$ cat src/rtl/ghostbus_arb_pkg.sv
// ghostbus_arb_pkg: FSM state encoding and master-index type shared by the
// ghostbus two-master arbiter and its round-robin picker.
package ghostbus_arb_pkg;

    localparam int IDX_W = 1;
    typedef logic [IDX_W-1:0] idx_t;

    typedef enum logic [1:0] {
        ST_IDLE  = 2'd0,
        ST_ISSUE = 2'd1,
        ST_WAIT  = 2'd2,
        ST_DONE  = 2'd3
    } gb_state_e;

endpackage

$ cat src/rtl/ghostbus_rr_pick.sv
// ghostbus_rr_pick: combinational 2-way round-robin choice; a held lock lets
// the last-granted master win again whenever it is requesting.
module ghostbus_rr_pick
    import ghostbus_arb_pkg::*;
(
    input  logic [1:0] req,
    input  idx_t       last,
    input  logic       lock_hold,
    output logic       gnt_valid,
    output idx_t       gnt_idx
);

    always_comb begin
        // NOTE: every output gets a default first so no path can infer a latch.
        gnt_valid = |req;
        gnt_idx   = '0;
        if (lock_hold && req[last]) begin
            gnt_idx = last;
        end else if (&req) begin
            gnt_idx = ~last;
        end else begin
            gnt_idx = req[1];
        end
    end

endmodule

$ cat src/rtl/ghostbus_arb.sv
// ghostbus_arb: serialises single-word transactions from two masters onto one
// ghostbus host port. Define GHOSTBUS_ARB_LOCK_EN to add the mX_lock grant hold.
module ghostbus_arb
    import ghostbus_arb_pkg::*;
#(
    parameter int AW       = 24,
    parameter int DW       = 32,
    parameter int READ_LAT = 1
) (
    input  logic          gb_clk,
    input  logic          gb_rstn,

    input  logic          m0_req,
    input  logic          m0_we,
    input  logic [AW-1:0] m0_addr,
    input  logic [DW-1:0] m0_wdata,
    output logic          m0_ack,
    output logic [DW-1:0] m0_rdata,
`ifdef GHOSTBUS_ARB_LOCK_EN
    input  logic          m0_lock,
`endif

    input  logic          m1_req,
    input  logic          m1_we,
    input  logic [AW-1:0] m1_addr,
    input  logic [DW-1:0] m1_wdata,
    output logic          m1_ack,
    output logic [DW-1:0] m1_rdata,
`ifdef GHOSTBUS_ARB_LOCK_EN
    input  logic          m1_lock,
`endif

    output logic [AW-1:0] gb_addr,
    output logic [DW-1:0] gb_dout,
    output logic          gb_we,
    input  logic [DW-1:0] gb_din,
    output logic          busy,
    output logic          grant
);

    localparam int CNT_W = (READ_LAT > 1) ? $clog2(READ_LAT) : 1;
    localparam logic [CNT_W-1:0] CNT_INIT = CNT_W'(READ_LAT - 1);

    gb_state_e      state_q;
    idx_t           ptr_q;
    idx_t           grant_q;
    logic           lock_hold_q;
    logic           we_q;
    logic [CNT_W-1:0] cnt_q;
    logic [AW-1:0]  gb_addr_q;
    logic [DW-1:0]  gb_dout_q;
    logic           gb_we_q;
    logic [1:0]     ack_q;
    logic [DW-1:0]  rdata0_q;
    logic [DW-1:0]  rdata1_q;
    logic           busy_q;

    logic           gnt_valid;
    idx_t           gnt_idx;
    logic           lock_sel;
    logic           sel_we;
    logic [AW-1:0]  sel_addr;
    logic [DW-1:0]  sel_wdata;

`ifdef GHOSTBUS_ARB_LOCK_EN
    assign lock_sel = grant_q[0] ? m1_lock : m0_lock;
`else
    assign lock_sel = 1'b0;
`endif

    ghostbus_rr_pick u_pick (
        .req       ({m1_req, m0_req}),
        .last      (ptr_q),
        .lock_hold (lock_hold_q),
        .gnt_valid (gnt_valid),
        .gnt_idx   (gnt_idx)
    );

    always_comb begin
        sel_we    = m0_we;
        sel_addr  = m0_addr;
        sel_wdata = m0_wdata;
        if (gnt_idx[0]) begin
            sel_we    = m1_we;
            sel_addr  = m1_addr;
            sel_wdata = m1_wdata;
        end
    end

    always_ff @(posedge gb_clk) begin
        if (!gb_rstn) begin
            state_q     <= ST_IDLE;
            ptr_q       <= idx_t'(1);
            grant_q     <= '0;
            lock_hold_q <= 1'b0;
            we_q        <= 1'b0;
            cnt_q       <= '0;
            gb_addr_q   <= '0;
            gb_dout_q   <= '0;
            gb_we_q     <= 1'b0;
            ack_q       <= '0;
            rdata0_q    <= '0;
            rdata1_q    <= '0;
            busy_q      <= 1'b0;
        end else begin
            // NOTE: ack defaults low every cycle, so it can only be a one-cycle pulse.
            ack_q <= '0;
            case (state_q)
                ST_IDLE: begin
                    if (gnt_valid) begin
                        grant_q   <= gnt_idx;
                        ptr_q     <= gnt_idx;
                        we_q      <= sel_we;
                        gb_we_q   <= sel_we;
                        gb_addr_q <= sel_addr;
                        gb_dout_q <= sel_wdata;
                        busy_q    <= 1'b1;
                        state_q   <= ST_ISSUE;
                    end
                end
                ST_ISSUE: begin
                    gb_we_q <= 1'b0;
                    cnt_q   <= CNT_INIT;
                    if (we_q) begin
                        ack_q[grant_q] <= 1'b1;
                        state_q        <= ST_DONE;
                    end else begin
                        state_q <= ST_WAIT;
                    end
                end
                ST_WAIT: begin
                    // gb_din is valid at the edge that ends the last WAIT cycle.
                    if (cnt_q == '0) begin
                        if (grant_q[0]) rdata1_q <= gb_din;
                        else            rdata0_q <= gb_din;
                        ack_q[grant_q] <= 1'b1;
                        state_q        <= ST_DONE;
                    end else begin
                        cnt_q <= cnt_q - 1'b1;
                    end
                end
                ST_DONE: begin
                    lock_hold_q <= lock_sel;
                    busy_q      <= 1'b0;
                    state_q     <= ST_IDLE;
                end
                default: state_q <= ST_IDLE;
            endcase
        end
    end

    assign gb_addr  = gb_addr_q;
    assign gb_dout  = gb_dout_q;
    assign gb_we    = gb_we_q;
    assign m0_ack   = ack_q[0];
    assign m1_ack   = ack_q[1];
    assign m0_rdata = rdata0_q;
    assign m1_rdata = rdata1_q;
    assign busy     = busy_q;
    assign grant    = grant_q[0];

endmodule

$ cat config.mk
export PLATFORM = sky130hd
export DESIGN_NAME = ghostbus_arb
export DESIGN_NICKNAME = d
export VERILOG_FILES = /design/src/rtl/ghostbus_arb_pkg.sv /design/src/rtl/ghostbus_rr_pick.sv /design/src/rtl/ghostbus_arb.sv
export SDC_FILE = /design/constraint.sdc
export NUM_CORES = 1
export LEC_CHECK = 0
export CORE_ASPECT_RATIO = 0.8
export CORE_MARGIN = 8
export CORE_UTILIZATION = 35
export CTS_BUF_LIST = sky130_fd_sc_hd__clkbuf_4
export DETAILED_ROUTE_END_ITERATION = 8
export MAX_ROUTING_LAYER = met4
export PLACE_DENSITY = 0.84
export SLEW_MARGIN = 20
export SYNTH_ARGS = -nofsm -noshare
export SYNTH_HDL_FRONTEND = slang
export SYNTH_SLANG_ARGS = --single-unit
$ cat constraint.sdc
create_clock -name gb_clk -period 1.95 [get_ports gb_clk]
set_clock_uncertainty 0.1 [all_clocks]
set_input_delay 0.2925 -clock gb_clk [delete_from_list [all_inputs] [get_ports gb_clk]]
set_output_delay 0.2925 -clock gb_clk [all_outputs]
set_load 0.01 [all_outputs]
==> results of run 1 <==
[area by class of cell]
| cell class | instances | area (sq um) | share of cell area (%) |
|---|---|---|---|
| Clock buffer | 17 | 128 | 1.53 |
| Clock inverter | 15 | 216 | 2.59 |
| Inverter | 5 | 18.8 | 0.225 |
| Multi-Input combinational cell | 455 | 2160 | 25.9 |
| Sequential cell | 129 | 2580 | 30.9 |
| Tap cell | 184 | 230 | 2.76 |
| Timing Repair Buffer | 290 | 3010 | 36.1 |
[Yosys cell counts (2+ instances only)]
cell type    n
a31oi_1     56
ha_1         6
buf_4        4
inv_1        4
a21oi_1     68
buf_2       22
clkbuf_1    24
dfxtp_1    129
a211oi_1     2
nor2_1       4
nand2_1    244
o21ai_0     54
o21ai_1      5
[final timing paths]
check               start           end  cells after the start
max reg2reg    state_q[0]         gb_we                      5
min               gb_rstn    state_q[1]                      3
max          m1_rdata[30]  m1_rdata[30]                      1
min reg2reg  m1_rdata[11]  m1_rdata[11]                      2
[cells by family after synthesis]
family | after synthesis | share of synthesized area, %
mux | 1 | 0.201
buf+inv | 56 | 5.22
simple gates | 255 | 19.7
fa+ha+maj | 6 | 1.51
compound gates | 193 | 21.6
flops | 129 | 51.8
[report_power, final]
group	switching, uW	internal (uW)	leakage (uW)
clock network	1020	1130	0.000161
logic	1800	1880	0.00196
registers	316	3240	0.00106
total	3140	6250	0.00318
[repair_timing]
action,in CTS,in global routing
resized for setup,3,8
hold buffers,0,0
setup endpoints to repair,3,9
buffers inserted,0,1
[state kept, by name (all words and copies together), names as in the netlist, 2 cells and up]
name      count
state_q       2
gb_dout      32
gb_addr      24
m0_rdata     32
m1_rdata     32
ack_q         2
[routing by layer]
layer / wire length, um / global-route usage (%) / part of all wire [%]
met5: 0 / - / 0
met4: 213 / 5.41 / 1.2
met3: 1680 / 7.15 / 9.4
met2: 8480 / 30.6 / 47
met1: 7530 / 22.5 / 42
[metrics by stage]
| stage | cell area (sq um) | worst slack, ns | util [%] | power [uW] |
|---|---|---|---|---|
| final | 8350 | 0.0923 | 59.2 | 9390 |
| after global routing | 8350 | 0.000629 | 59.2 | 9960 |
| after CTS | 8320 | 0.0293 | 59.0 | 9470 |
| after detailed placement | 7980 | 0.0265 | 56.6 | 7310 |
| after global placement | 7980 | 0.0977 | 56.6 | 7240 |
| after floorplan | 4980 | 0.421 | - | 5270 |
==> summary.md, run 1 <==
| Metric | Value |
|---|---|
| Diodes inserted | `0` |
| # nets final | `1054` |
| Critical path arrival | `1.47 ns` |
| DR DRC count | `0` |
| Layout cells sized above 1 | `5.93%` |
| WP buf/inv | `1` |
| Synth Warn # | `0` |
| Commonest non-fill, non-tap cells in the layout | `clkdlybuf4s50_1, nand2_1, dfxtp_1, a21oi_1, a31oi_1` |
| Setup Total Neg Slack | `0 ns` |
| Placed cells | `1062` |
| Outcome | `completed` |
| Cells after Synth | `640` |
| Post-synth top area share | `51.8%` |
| Largest delay share family, worst path | `buffers and inverters` |
| Longest Clk Path Bufs | `2` |
| Post-detail-place hpwl | `13.1 mm` |
| Clock transition at path regs | `0.12 ns` |
| Area of the core | `0.0141 sq mm` |
| Gpl congestion | `0.810` |
| Kind of critical path | `register to output pin` |
| F_max | `538 MHz` |
| Flop2flop setup slack | `0.16 ns` |
| Number of global-route vias before repair | `5162` |
| Synth area leader | `dfxtp_1` |
| Finished Layout Cells | `1095` |
| Slowest CP cell | `clkdlybuf4s50_1` |
| Least-Margin Pin Slew | `0.404 ns` |
| H-tree depth | `4` |
| Hold WC Path Type | `input pin to register` |
| Clk sinks | `129` |
| Yosys reg bits | `129` |
| Antenna violations before repair | `0` |
| Largest net degree at the start of global routing | `65` |
| Routed wire length | `17.9 mm` |
| FILL cells | `1247` |
| Die width | `149 um` |
| Vias | `5357` |
| WP data required | `1.56 ns` |
| Area contributors post-synth | `dfxtp_1, nand2_1, a31oi_1` |
| VDD IR-drop max | `0.737 mV` |
| Leak Pwr | `0.00318 uW` |
| Register area share after synthesis | `51.8%` |
| CTS tree | `done` |
| Mapped Area | `0.00498 sq mm` |
| Hold Slack | `0.0658 ns` |
| Clock Root Buffer | `clkbuf_4` |
| PD cells | `1120 mW/mm^2` |
| Commonest non-fill, non-tap cell in the layout | `clkdlybuf4s50_1` |
| Final Hold Violating Endpoints | `0` |
| RSZ-0062 raised after global routing | `no` |
| Global-route usage over all layers | `19.3%` |
| Slew headroom | `72.4%` |
| Critical Path Source Type | `register` |
| EDFF count, synth | `0` |
| Die Area | `0.0183 sq mm` |
| Top FF cell, synth | `dfxtp_1` |
| Global-route wire length before repair | `27.2 mm` |
| Max-cap violations | `0` |
| Crit path time final | `1.86 ns` |
| Area delta synth->final | `67.5%` |
| Synth async-reset ratio | `0%` |
| Synth Net Count | `796` |
| Worst path max stage delay | `0.56 ns` |
| Grt ovf | `0` |
| Initial core utilization | `35.3%` |
| Pre-antenna DRT Iters | `5` |
| Avg Synthesized Cell Area | `7.79 sq um` |
| CP max FO | `2` |
| Final setup violation count | `0` |
| Initial DRC count | `368` |
| Die Ht | `123 um` |
| Via/cell ratio | `4.89` |
| Clk_lat worst skew | `0.52 ns` |
| Worst setup EP type | `output pin` |
| Final Max Slew Viols | `0` |
| Cts bufs inserted | `17` |
| PortBufs | `274` |
| Io pins | `275` |
| Yosys cell types | `31` |
| Row Count | `39` |
| Wire per inst | `16.3 um` |
| Final ANT Viol Nets | `0` |
| Crit path cell chain | `clkdlybuf4s50_1` |
| Fin crit share | `95.3%` |
Note: power is estimated with default switching activity, not from simulation.
==> run 2, diff against run 1 <==
--- a/config.mk
+++ b/config.mk
@@ -12,7 +12,6 @@
 export DETAILED_ROUTE_END_ITERATION = 8
 export MAX_ROUTING_LAYER = met4
 export PLACE_DENSITY = 0.84
-export SLEW_MARGIN = 20
 export SYNTH_ARGS = -nofsm -noshare
 export SYNTH_HDL_FRONTEND = slang
 export SYNTH_SLANG_ARGS = --single-unit
==> results of run 2 <==
The final DEF is identical to that of run 1; final timing and power are the same.
